File: src/rtl/mem_perf_monitor.sv
// mem_perf_monitor
//   Observe-only performance monitor for N request/response channels of a
//   core-side memory bus. Counts read/write request fires and response fires,
//   tracks outstanding reads, integrates outstanding reads over time (latency)
//   and records peak occupancy. Supports freeze, clear and sticky underflow.
//
// Ports
//   clk        clock
//   reset      synchronous, active-high reset
//   req_valid  per-channel request valid
//   req_ready  per-channel request ready
//   req_rw     per-channel request type (1 = write, 0 = read)
//   rsp_valid  per-channel response valid
//   rsp_ready  per-channel response ready
//   freeze     hold event/latency/peak counters; occupancy keeps tracking
//   clear      zero event/latency counters, reload peak, drop underflow
//   reads      total read request fires
//   writes     total write request fires
//   rsps       total response fires
//   pending    current outstanding reads (saturating)
//   latency    sum over cycles of pending
//   peak       maximum pending since reset/clear
//   underflow  sticky: responses exceeded outstanding reads
module mem_perf_monitor #(
  parameter int NUM_CHANNELS = 4,
  parameter int CTR_BITS     = 44,
  parameter int PEND_BITS    = 16
) (
  input  logic                    clk,
  input  logic                    reset,
  input  logic [NUM_CHANNELS-1:0] req_valid,
  input  logic [NUM_CHANNELS-1:0] req_ready,
  input  logic [NUM_CHANNELS-1:0] req_rw,
  input  logic [NUM_CHANNELS-1:0] rsp_valid,
  input  logic [NUM_CHANNELS-1:0] rsp_ready,
  input  logic                    freeze,
  input  logic                    clear,
  output logic [CTR_BITS-1:0]     reads,
  output logic [CTR_BITS-1:0]     writes,
  output logic [CTR_BITS-1:0]     rsps,
  output logic [PEND_BITS-1:0]    pending,
  output logic [CTR_BITS-1:0]     latency,
  output logic [PEND_BITS-1:0]    peak,
  output logic                    underflow
);

  localparam int CW = $clog2(NUM_CHANNELS + 1);
  // Occupancy arithmetic width: two guard bits above the wider operand so the
  // sign bit and the overflow test are both exact.
  localparam int SW = (PEND_BITS + 2 > CW + 2) ? PEND_BITS + 2 : CW + 2;

  logic [NUM_CHANNELS-1:0] rd_fire;
  logic [NUM_CHANNELS-1:0] wr_fire;
  logic [NUM_CHANNELS-1:0] rsp_fire;
  logic [CW-1:0]           n_rd;
  logic [CW-1:0]           n_wr;
  logic [CW-1:0]           n_rsp;
  logic [SW-1:0]           pend_sum;
  logic                    pend_neg;
  logic                    pend_over;
  logic [PEND_BITS-1:0]    next_pend;

  assign rd_fire  = req_valid & req_ready & ~req_rw;
  assign wr_fire  = req_valid & req_ready & req_rw;
  assign rsp_fire = rsp_valid & rsp_ready;

  always_comb begin
    n_rd  = '0;
    n_wr  = '0;
    n_rsp = '0;
    for (int i = 0; i < NUM_CHANNELS; i++) begin
      n_rd  = n_rd  + CW'(rd_fire[i]);
      n_wr  = n_wr  + CW'(wr_fire[i]);
      n_rsp = n_rsp + CW'(rsp_fire[i]);
    end
  end

  // Two's-complement sum; the MSB is the sign because the guard bits make
  // the magnitude always fit.
  always_comb begin
    pend_sum  = SW'(pending) + SW'(n_rd) - SW'(n_rsp);
    pend_neg  = pend_sum[SW-1];
    pend_over = !pend_neg && (pend_sum > SW'({PEND_BITS{1'b1}}));
    if (pend_neg) begin
      next_pend = '0;
    end else if (pend_over) begin
      next_pend = '1;
    end else begin
      next_pend = pend_sum[PEND_BITS-1:0];
    end
  end

  always_ff @(posedge clk) begin
    if (reset) begin
      reads     <= '0;
      writes    <= '0;
      rsps      <= '0;
      pending   <= '0;
      latency   <= '0;
      peak      <= '0;
      underflow <= 1'b0;
    end else begin
      // Occupancy is never frozen or cleared: in-flight reads stay in flight.
      pending <= next_pend;
      if (clear) begin
        reads     <= '0;
        writes    <= '0;
        rsps      <= '0;
        latency   <= '0;
        peak      <= next_pend;
        underflow <= 1'b0;
      end else begin
        if (pend_neg) begin
          underflow <= 1'b1;
        end
        if (!freeze) begin
          reads   <= reads   + CTR_BITS'(n_rd);
          writes  <= writes  + CTR_BITS'(n_wr);
          rsps    <= rsps    + CTR_BITS'(n_rsp);
          // Old occupancy: reads in flight during this cycle.
          latency <= latency + CTR_BITS'(pending);
          if (next_pend > peak) begin
            peak <= next_pend;
          end
        end
      end
    end
  end

endmodule

File: config.mk
export PLATFORM = sky130hd
export DESIGN_NAME = mem_perf_monitor
export DESIGN_NICKNAME = d
export VERILOG_FILES = /design/src/rtl/mem_perf_monitor.sv
export SDC_FILE = /design/constraint.sdc
export NUM_CORES = 1
export LEC_CHECK = 0
export BUFFER_PORTS_ARGS = -buffer_cell sky130_fd_sc_hd__buf_2
export CAP_MARGIN = 15
export CORE_MARGIN = 2
export CORE_UTILIZATION = 56
export CTS_CLUSTER_DIAMETER = 80
export DETAILED_ROUTE_END_ITERATION = 16
export PLACE_DENSITY = 0.92
export SYNTH_ARGS = -nofsm -noshare
export SYNTH_HDL_FRONTEND = slang
export SYNTH_SLANG_ARGS = --single-unit
export TNS_END_PERCENT = 30
File: constraint.sdc
create_clock -name clk -period 7.9 [get_ports clk]
set_input_delay 0.395 -clock clk [delete_from_list [all_inputs] [get_ports clk]]
set_output_delay 0.395 -clock clk [all_outputs]
set_load 0.05 [all_outputs]
==> metrics.md <==
| Metric | Value |
|---|---|
| Die W | 146 um |
| Max VDD drop | 0.235 mV |
| Crit path launch type | input pin |
| Fin crit share | 0.815 |
| GR Layer Usage met3 | 0.0502 |
| Pwr per Cell Area | 305 nW/um^2 |
| Clk root buf | clkbuf_16 |
| DRT iter0 DRCs | 583 |
| Post-synth cell types | 71 |
| DIE AREA | 21200 um^2 |
| Status | complete, no violations |
| Clock sink count | 209 |
| Min cycle time layout | 6.44 ns |
| Vias in the first global route | 9936 |
| Worst skew pair latency | 0.50 ns |
| GRT met2 Usage | 0.469 |
| Reg-to-Reg Start | pending[2]$_SDFF_PP0_ |
| CTS resizes | 0 |
| Slew headroom | 0.332 |
| Remaining DRCs | 0 |
| Area contributors post-synth | dfxtp_1 (37%), nor2_1 (7.2%), ha_1 (6.9%) |
| Number of synthesized flops with an enable pin | 0 |
| Synthesized Nets | 1425 |
| Top cell type's share of synthesized area | 0.373 |
| CP top delay family | adder cells |
| Antenna diode count | 0 |
| Hold path start | reset |
| CTS tree | built |
| CP Cell Sequence | buf_2, nand3b_1, fa_1, inv_1, ha_1, ha_1, fa_1, fa_1, a211oi_1, o31a_1, o31ai_2, a31oi_1, xnor2_2, nor2_1, nor2_1, ha_1, nand3_1, nor3_1, o31ai_1, a41oi_1, or3b_1, o2bb2ai_1 |
| Clock skew | 0.0235 ns |
| Syn avg cell area | 8.45 um^2 |
| Mean routed wirelength per cell | 16.4 um |
| Worst Setup End Kind | flip-flop |
| Gr ovfl total | 0 |
| Post-CTS setup buffers | 0 |
| Crit path buffers/inverters | 2 |
| Setup violators final | 0 |
| CP required | 8.31 ns |
| Syn Inst Count | 1328 |
| Tightest Pin Transition | 1.00 ns |
| Port Buffers | 232 |
| Chip height | 146 um |
| Nets | 1644 |
| Max-slew violations | 0 |
| Final core occ | 0.686 |
| Global routing's busiest layer | met2 |
| Maximum buffer depth of the clock tree | 3 |
| First-pass GRT wire length | 48.5 mm |
| DR vias/cell | 5.77 |
| Worst EP arrival | 6.85 ns |
| Top Ports | 233 |
| Initial antenna violation count | 0 |
| Crit path launch | req_rw[0] |
| Prevailing post-synth register cell | dfxtp_1 |
| Fmax | 155 MHz |
| RSZ-0062 raised after global routing | false |
| Number of synthesized register bits | 209 |
| Detailed Routing Iterations Pass 1 | 5 |
| Dpl hpwl | 21.2 mm |
| Area growth syn-to-layout | 19.7% |
| Slowest-stage cell, CP | or3b_1 |
| Starting Density | 0.573 |
| Hold WC Path Type | in2reg |
| Max-Cap Viols | 0 |
| CP max FO | 16 |
| Gpl congestion | 0.954 |
| Worst-path clk slew | 0.06 ns |
| FFs w/ async S/R, synth | 0 |
| Post-route ant nets | 0 |
| Hold_buf cts | 0 |
| Largest area contributor in the netlist | dfxtp_1 |
| Drt total wl | 30.0 mm |
| P_leak | 0.00564 uW |
| Num CTS Buffers | 23 |
| Max H-tree Level | 1 |
| Pin count of the biggest net entering global routing | 88 |
| Global-route met1 utilization | 0.330 |
| Max stage delay on crit path | 0.73 ns |
| Rows | 51 |
| Register area share after synthesis | 0.373 |
| Ys Warns | 0 |
| Gr usage total | 0.269 |
| Layout cells sized above 1 | 0.198 |
| Synthesized cell area | 11200 um^2 |
| Setup tns final | 0 ns |
| Core ar. | 19600 um^2 |
| Final hold vios | 0 |
| Vias | 10539 |
| Critical path type | in2reg |
==> registers in the layout, indices dropped and copies added (netlist names) <==
register and cells:
latency 44, peak 16, pending 16, reads 44, rsps 44, underflow 1
writes 44
==> cell families after synthesis <==
family | synth area share
simple gates | 0.254
compound gates | 0.133
flops | 0.373
xor+xnor | 0.106
buf+inv | 0.0382
fa+ha+maj | 0.0887
mux | 0.00803
==> routing by layer <==
layer	wire length, um	up-vias
met4	1090	0
met2	14600	409
met5	0	-
li1	-	5077
met3	1910	80
met1	12300	4973
==> final timing paths <==
kind	end	slack [ns]	cells after the start
hold / removal	pending[10]$_SDFF_PP0_	0.38	2
setup / recovery	peak[2]$_SDFFE_PP0P_	1.46	22
setup reg to reg	peak[2]$_SDFFE_PP0P_	2.44	16
hold reg to reg	underflow$_SDFFE_PP0N_	0.47	2
==> power by group <==
| part | switching, uW | internal, uW | total, uW |
|---|---|---|---|
| clock | 430 | 761 | 1190 |
| combinational | 1120 | 610 | 1730 |
| sequential | 61.7 | 1120 | 1180 |
==> cell type report <==
type	instances	area [um^2]
clock inverters	8	173
clock buffers	32	679
inverters	64	240
well taps	265	332
repair buffers	239	1210
multi-input cells	1010	6610
flip-flops and latches	209	4180
fillers	1519	6160
==> synth_stat cells (all sizes together) (17+ instances only) <==
cell and count:
nor3 41, o21ai 51, nand2 89, a21oi 73
dfxtp 209, and3 24, inv 64, nand3 55
or3 31, nor2 217, xor2 74, xnor2 61
nand4 41, clkbuf 36, and2 17, ha 62
==> layout by cell type, fill, tap and decap left out, drive strengths merged, types with 8 or more instances in the layout <==
| cell | netlist | layout |
|---|---|---|
| nor2 | 217 | 217 |
| a211oi | 10 | 10 |
| nor4 | 12 | 12 |
| o2bb2ai | 16 | 16 |
| dfxtp | 209 | 209 |
| o21ai | 51 | 51 |
| o21a | 13 | 13 |
| fa | 11 | 11 |
| and3 | 24 | 24 |
| nand2 | 89 | 89 |
| clkbuf | 36 | 32 |
| inv | 64 | 64 |
| nor3 | 41 | 41 |
| xnor2 | 61 | 61 |
| mux2i | 9 | 9 |
| and2 | 17 | 17 |
| ha | 62 | 62 |
| a21oi | 73 | 73 |
| xor2 | 74 | 74 |
| a21o | 12 | 12 |
| or3 | 31 | 31 |
| o211ai | 8 | 8 |
| nand4 | 41 | 41 |
| and4 | 15 | 15 |
| buf | 9 | 239 |
| nand3 | 55 | 55 |
==> worst register-to-register path, cell delays in order, from the launching register on <==
cell and delay, ns:
dfxtp_1 0.36, fa_1 0.50, ha_1 0.38, a211oi_1 0.10
o31a_1 0.32, o31ai_2 0.45, a31oi_1 0.20, xnor2_2 0.66
nor2_1 0.24, nor2_1 0.18, ha_1 0.16, nand3_1 0.12
nor3_1 0.29, o31ai_1 0.12, a41oi_1 0.27, or3b_1 0.73
o2bb2ai_1 0.28
==> stage by stage <==
step                setup slack [ns]  cells  hold WS, ns  power (uW)  cell area, um^2
finish                          1.46   1827        0.379        4100            13400
global route                    1.20   1827        0.386        4320            13400
CTS                             1.59   1827        0.356        4090            13400
detailed placement              1.10   1787        0.466        2870            12600
global placement                1.30   1787        0.450        2810            12600
floorplan                       2.07   1328        0.642        2520            11200
(Power assumes the default switching activity.)
